**src/rtl/speck_encrypt_core.sv**
```systemverilog
// speck_encrypt_core
//   SPECK128/128 encryption datapath plus round controller. Applies one SPECK
//   round per cycle in ROUND, and between rounds asks the external
//   key_schedule block for the next round key.
//
// Ports
//   clk, rst_n             clock, async active-low reset
//   in_valid/in_ready      block-in handshake; pt_in = {x,y}, key_in = {K,L}
//   out_valid/out_ready    block-out handshake; ct_out = {x,y} after all rounds
//   ks_key, ks_round_ctr   key state and round index presented to key_schedule
//   ks_start               one-cycle request pulse to key_schedule
//   ks_out_key             next key state {K,L} from key_schedule
//   ks_finished            key_schedule done; only a 0->1 edge in KS_WAIT counts
//   state_dbg              current FSM state, debug only
module speck_encrypt_core #(
  parameter int BLOCK_SIZE = 64,
  parameter int KEY_SIZE   = 128,
  parameter int NUM_ROUNDS = 32,
  parameter int ALPHA      = 8,
  parameter int BETA       = 3
) (
  input  logic                    clk,
  input  logic                    rst_n,
  input  logic                    in_valid,
  output logic                    in_ready,
  input  logic [2*BLOCK_SIZE-1:0] pt_in,
  input  logic [KEY_SIZE-1:0]     key_in,
  output logic                    out_valid,
  input  logic                    out_ready,
  output logic [2*BLOCK_SIZE-1:0] ct_out,
  output logic [KEY_SIZE-1:0]     ks_key,
  output logic [BLOCK_SIZE-1:0]   ks_round_ctr,
  output logic                    ks_start,
  input  logic [KEY_SIZE-1:0]     ks_out_key,
  input  logic                    ks_finished,
  output logic [2:0]              state_dbg
);

  localparam int RND_W = (NUM_ROUNDS > 1) ? $clog2(NUM_ROUNDS) : 1;
  localparam logic [RND_W-1:0] LAST_RND = RND_W'(NUM_ROUNDS - 1);

  typedef enum logic [2:0] {
    IDLE    = 3'd0,
    ROUND   = 3'd1,
    KS_REQ  = 3'd2,
    KS_WAIT = 3'd3,
    DONE    = 3'd4
  } state_t;

  state_t                  state, state_nxt;
  logic [BLOCK_SIZE-1:0]   x, y;
  logic [KEY_SIZE-1:0]     kstate;
  logic [RND_W-1:0]        rnd;
  logic                    ks_fin_d;

  logic [BLOCK_SIZE-1:0]   rk, x_ror, y_rol, x_nxt, y_nxt;
  logic [RND_W-1:0]        rnd_prev;
  logic                    accept, ks_edge, last_rnd, out_fire;

  // One SPECK round on the current state; the sum wraps mod 2^BLOCK_SIZE.
  assign rk       = kstate[KEY_SIZE-1 -: BLOCK_SIZE];
  assign x_ror    = (x >> ALPHA) | (x << (BLOCK_SIZE - ALPHA));
  assign y_rol    = (y << BETA) | (y >> (BLOCK_SIZE - BETA));
  assign x_nxt    = (x_ror + y) ^ rk;
  assign y_nxt    = y_rol ^ x_nxt;

  assign accept   = in_valid & in_ready;
  assign out_fire = out_valid & out_ready;
  assign last_rnd = (rnd == LAST_RND);
  // key_schedule is not reset, so a finished level left over from an earlier
  // request must not be mistaken for completion: only a fresh edge counts.
  assign ks_edge  = ks_finished & ~ks_fin_d;
  // rnd has already advanced past the round just applied when KS_REQ runs.
  assign rnd_prev = rnd - RND_W'(1);

  assign state_dbg = state;

  always_ff @(posedge clk or negedge rst_n) begin
    if (!rst_n) state <= IDLE;
    else        state <= state_nxt;
  end

  always_comb begin
    state_nxt = state;
    case (state)
      IDLE:    if (accept)   state_nxt = ROUND;
      ROUND:   state_nxt = last_rnd ? DONE : KS_REQ;
      KS_REQ:  state_nxt = KS_WAIT;
      KS_WAIT: if (ks_edge)  state_nxt = ROUND;
      DONE:    if (out_fire) state_nxt = IDLE;
      default: state_nxt = IDLE;
    endcase
  end

  always_ff @(posedge clk or negedge rst_n) begin
    if (!rst_n) begin
      in_ready     <= 1'b1;
      out_valid    <= 1'b0;
      ks_start     <= 1'b0;
      ct_out       <= '0;
      ks_key       <= '0;
      ks_round_ctr <= '0;
      rnd          <= '0;
      x            <= '0;
      y            <= '0;
      kstate       <= '0;
      ks_fin_d     <= 1'b0;
    end else begin
      ks_fin_d <= ks_finished;
      ks_start <= 1'b0;
      case (state)
        IDLE: begin
          if (accept) begin
            x        <= pt_in[2*BLOCK_SIZE-1 -: BLOCK_SIZE];
            y        <= pt_in[BLOCK_SIZE-1:0];
            kstate   <= key_in;
            rnd      <= '0;
            in_ready <= 1'b0;
          end
        end
        ROUND: begin
          x <= x_nxt;
          y <= y_nxt;
          if (last_rnd) begin
            ct_out    <= {x_nxt, y_nxt};
            out_valid <= 1'b1;
          end else begin
            rnd <= rnd + RND_W'(1);
          end
        end
        KS_REQ: begin
          ks_key       <= kstate;
          ks_round_ctr <= {{(BLOCK_SIZE-RND_W){1'b0}}, rnd_prev};
          ks_start     <= 1'b1;
        end
        KS_WAIT: begin
          if (ks_edge) kstate <= ks_out_key;
        end
        DONE: begin
          if (out_fire) begin
            out_valid <= 1'b0;
            in_ready  <= 1'b1;
          end
        end
        default: ;
      endcase
    end
  end

endmodule

```
**config.mk**
```make
export PLATFORM = sky130hd
export DESIGN_NAME = speck_encrypt_core
export DESIGN_NICKNAME = d
export VERILOG_FILES = /design/src/rtl/speck_encrypt_core.sv
export SDC_FILE = /design/constraint.sdc
export NUM_CORES = 1
export LEC_CHECK = 0
export CAP_MARGIN = 20
export CORE_ASPECT_RATIO = 0.6
export CORE_MARGIN = 2
export CORE_UTILIZATION = 33
export CTS_CLUSTER_SIZE = 16
export DETAILED_ROUTE_END_ITERATION = 16
export MAX_ROUTING_LAYER = met4
export PLACE_DENSITY = 0.63
export SLEW_MARGIN = 25
export SYNTH_ARGS = -nofsm -noshare
export SYNTH_HDL_FRONTEND = slang
export SYNTH_SLANG_ARGS = --single-unit
```
**constraint.sdc**
```tcl
create_clock -name clk -period 3.75 [get_ports clk]
set_input_delay 0.75 -clock clk [delete_from_list [all_inputs] [get_ports clk]]
set_output_delay 0.75 -clock clk [all_outputs]
set_load 0.01 [all_outputs]
```
* Word-level counts from Yosys, hierarchy flattened *
Cells that the tools add are included.

cells by class
  reductions and logical operators = 12
  add/subtract/negate cells = 3
  equal/unequal tests = 10
  bitwise operators = 8
  multiplexer cells = 22

operators with widths
  cell                   count
  $mux W128              2
  $pmux W128 S2          1
  $pmux W64 S2           2
  $mux W64               2
  $xor A64 B64 Y64       2
  $add A64 B64 Y64       1
  $or A56 B64 Y64        1
  $or A64 B3 Y64         1
  $pmux W3 S5            1
  $reduce_and A3 Y1      5
  $mux W3                4
  $mux W5                2
  $ne A2 B2 Y1 const B   5
  $pmux W5 S2            1
  $reduce_bool A2 Y1     4
  $eq A3 B2 Y1 const B   2
  $add A5 B1 Y5 const B  1
  $eq A5 B5 Y1 const B   1
  $mux W1                5
  $sub A5 B1 Y5 const B  1
  $pmux W1 S2            2
  $reduce_and A2 Y1      2
  $and A1 B1 Y1          3
  $eq A3 B1 Y1 const B   1
  other kinds (3)        3

storage, ports and cells
  bits in registers = 529
  word-level logic and storage cells = 67
  input port bits = 389
  output and inout port bits = 326

* Depth between registers and ports, before layout *
  word-level depth = 5
  mapped depth = 13
  depth with buffers taken out = 13

* Least setup slack after synthesis *
OpenSTA, ideal clock, no wires.

  path kind = reg-to-reg
  start = register y[0]
  end = register y[34]
  library setup time = 133 ps
  cell stages (with the launch flop) = 14
  slack = 749 ps
  buffers on the path = 0
  data arrival time = 2868 ps
  period minus slack after synthesis = 3001 ps
  data required time = 3617 ps
  path through = dfrtp_1 -> ha_1 -> inv_1 -> fa_1 -> nor2b_1 -> o2111ai_1 -> a2111oi_1 -> nor3_1 -> o31ai_2 -> a21boi_1 -> o21ai_1 -> xnor2_1 -> xor2_1 -> o21ai_0

on the way
  longest elaborated chain between the ends = 4

ends and longest elaborated chain
  item                    RTL line  RTL
  start, declared         51        logic [BLOCK_SIZE-1:0] x, y;
  start signal, assigned  115       y <= pt_in[BLOCK_SIZE-1:0];
  start signal, assigned  123       y <= y_nxt;
  $add A64 B64 Y64        64        assign x_nxt = (x_ror + y) ^ rk;
  $xor A64 B64 Y64        64
  $xor A64 B64 Y64        65        assign y_nxt = y_rol ^ x_nxt;
  $pmux W64 S2            111       case (state)

No other way between the ends.
A chain may end at the register's enable or synchronous reset.

* Final worst setup path *
  start = register y[20]
  end = register y[59]

Same word-level chain as after synthesis.

==> flow_summary.toml <==
[sta]
hold_violations = 0
rsz0062_at_grt = "yes"
holdWs_ns = 0.187
fin_crit_sh_pct = 93.9
worst_slew_pin_slew_ns = 0.994
drv_slew = 0
final.setup_skew_ns = 0.0223
fmaxAchievable_ghz = 0.284
finalCriticalPeriod_ns = 3.52
timing.final.ws_setup_ns = 0.227
slew_headroom_pct = 33.8
setup_viol = 0

[finish]
fin_nets = 3917
area_delta_synth_final_pct = 37.5
design_area_mm2 = 0.0364
final_common_cell = "clkdlybuf4s50_1"
drive_gt1_share_pct = 7.25
stdcell_count = 4579
layout_common_cells = "clkdlybuf4s50_1 (654), nand2_1 (623), dfrtp_1 (528)"

[synthesis]
ys_types = 79
ys.flop_type = "dfrtp_1"
synth_edf_count = 0
ys_seq_area_share_pct = 50.0
ys_top_cells_by_area = "dfrtp_1 (50%), nand2_1 (8.9%), mux2i_1 (4.8%)"
ys_warn_count = 0
synth_top_area_cell = "dfrtp_1"
netlist_area_mm2 = 0.0265
netlist.area_leader.share_pct = 49.9
ys_ff_latch = 529
syn_area_per_cell_um2 = 9.37
async_reset_ff_share_pct = 100
synthCells = 2829

[clock_tree]
numCtsBuffers = 52
cts_tree = "yes"
cts.sinks = 529
clockRootBuffer = "clkbuf_16"
clock_latency_ns = 0.62
path_clk_slew_ns = 0.07
hold_buffers = 0
htreeDepth = 2
clockBufferDepth = 3

[routing]
vias_per_cell = 5.01
drt_first_pass_iters = 6
vias = 22900
drt_iter0_markers = 2287
post_drt_wl_per_cell_um = 21.0
drtAntennaViolNets = 0
routed_wl_um = 96200
drc_errors = 0

[critical_path]
reg2reg_slack_ns = 0.23
start_kind = "register"
rr_worst_depth = 12
r2r-end = "y[59]$_DFFE_PN0P_"
crit_arrival_ns = 4.01
r2r_start = "y[20]$_DFFE_PN0P_"
crit_path_max_fanout = 6
critPathCaptureType = "register"
worstPathRequired_ns = 4.23
crit_type = "reg2reg"

[place]
dpl_cell_area_mm2 = 0.0345
dp_hpwl_um = 73900
dp_cells = 4471
io_buffers = 655
dp_slack_ns = -0.126
gp_congestion = 0.949

[global_route]
grt_remaining_overflow = 0
antenna_found_initial = 9
grt_util_all_layers_pct = 23.4
grt_pass1_wl_um = 143000
first_global_vias = 22300
grt_max_degree = 99

[outcome]
status = "finished, final reports clean"

[die]
initial_utilization_pct = 33.3
die_area_mm2 = 0.0827
fp.coreArea_mm2 = 0.0795
die_w_um = 370
die_h_um = 224
io_pins = 715
rows = 80

[power_and_ir_drop]
p_total_mw = 12.0
vdd_drop_max_mv = 0.386
pwr_density_cell_mw_per_mm2 = 330
power_leakage_nw = 16.9

[run]
maxCapViolations = 0

[hold_path]
min_path_type = "in2async"
worst max-delay path, stage by stage (launching register included):
cell and delay [ns]:
dfrtp_1 0.41, ha_1 0.44, nand4_1 0.26, a2111oi_2 0.31, o211ai_1 0.16, o21ai_2 0.31
a41oi_4 0.26, o41ai_4 0.42, a31oi_1 0.20, xnor2_1 0.19, buf_4 0.16, xor2_1 0.18
o21ai_1 0.08
layout make-up:
class	instances	area (um^2)
clock inverters	23	274
repair buffers	757	7550
well taps	1066	1330
fillers	7648	43000
diodes	9	22.5
flip-flops and latches	529	13200
multi-input cells	2099	12400
clock buffers	74	1560
inverters	22	85.1
timing repair:
item / in CTS / in global routing
resized for setup: 1 / 10
pin swaps: 0 / 5
buffers inserted: 0 / 2
endpoints found under the setup margin: 13 / 31
worst max path at each step:
stage | startpoint | endpoint | cells past startpoint
floorplan | y[0]$_DFFE_PN0P_ | y[34]$_DFFE_PN0P_ | 13
global placement | y[0]$_DFFE_PN0P_ | y[62]$_DFFE_PN0P_ | 13
detailed placement | y[0]$_DFFE_PN0P_ | ct_out[62]$_DFFE_PN0P_ | 13
CTS | y[0]$_DFFE_PN0P_ | ct_out[62]$_DFFE_PN0P_ | 13
global route | y[21]$_DFFE_PN0P_ | y[55]$_DFFE_PN0P_ | 11
finish | y[20]$_DFFE_PN0P_ | y[59]$_DFFE_PN0P_ | 12
report_power, final:
part / internal, mW / switching [mW] / total [mW]
sequential: 5.71 / 0.000252 / 5.71
combinational: 0.403 / 0.258 / 0.661
clock: 3.25 / 2.43 / 5.68
synthesized netlist by cell type, types with 5 or more instances:
| library cell | n |
|---|---|
| o21ai_0 | 209 |
| a21oi_1 | 250 |
| mux2_2 | 8 |
| o211ai_1 | 6 |
| inv_1 | 22 |
| buf_2 | 17 |
| xnor2_1 | 110 |
| a21boi_0 | 5 |
| nand3_1 | 8 |
| nor2_1 | 191 |
| buf_1 | 20 |
| dfrtp_1 | 528 |
| a31oi_1 | 15 |
| nor2b_1 | 7 |
| mux2i_1 | 128 |
| o22ai_1 | 31 |
| buf_4 | 61 |
| o21ai_1 | 28 |
| nand4_1 | 22 |
| ha_1 | 66 |
| nand2_1 | 626 |
| xor2_1 | 82 |
| nor3_1 | 14 |
| a22oi_1 | 73 |
| and3_1 | 22 |
| a21o_1 | 36 |
| o21bai_1 | 16 |
| clkbuf_1 | 139 |
cell families (layout without fill, tap and decap cells):
| logic type | after synthesis | in the layout | share of synthesized area (%) |
|---|---|---|---|
| multiplexers | 136 | 136 | 5.17 |
| adder cells (fa/ha/maj) | 67 | 67 | 3.19 |
| flip-flops | 529 | 529 | 50.0 |
| AO/OA/AOI/OAI | 725 | 725 | 16.4 |
| other | 1 | 68 | 0.0141 |
| XOR/XNOR | 197 | 197 | 6.72 |
| buffers and inverters | 259 | 876 | 4.61 |
| AND/OR/NAND/NOR | 915 | 915 | 13.9 |
through the flow:
stage / setup TNS [ns] / util [%]
CTS: 0 / 45.7
global placement: -0.0288 / 43.4
detailed placement: -0.533 / 43.4
finish: 0 / 45.9
global route: -0.0195 / 45.9
floorplan: 0 / -
metal layers:
| layer | vias up | part of all wire, % | GRT usage, % | wire, um |
|---|---|---|---|---|
| met5 | - | 0 | - | 0 |
| met4 | 0 | 1.9 | 5.11 | 1870 |
| met3 | 114 | 9.1 | 6.26 | 8750 |
| met2 | 866 | 42 | 32.5 | 40600 |
| met1 | 11100 | 47 | 33.7 | 45000 |
| li1 | 10900 | - | - | - |
registers in the layout, indices dropped and copies added, names as in the netlist:
signal / count
ks_start: 1
in_ready: 1
ks_key: 128
rnd: 5
ks_round_ctr: 5
out_valid: 1
ks_fin_d: 1
y: 64
x: 64
ct_out: 128
state_dbg: 3
kstate: 128
Power figures use the tool's default switching activity.
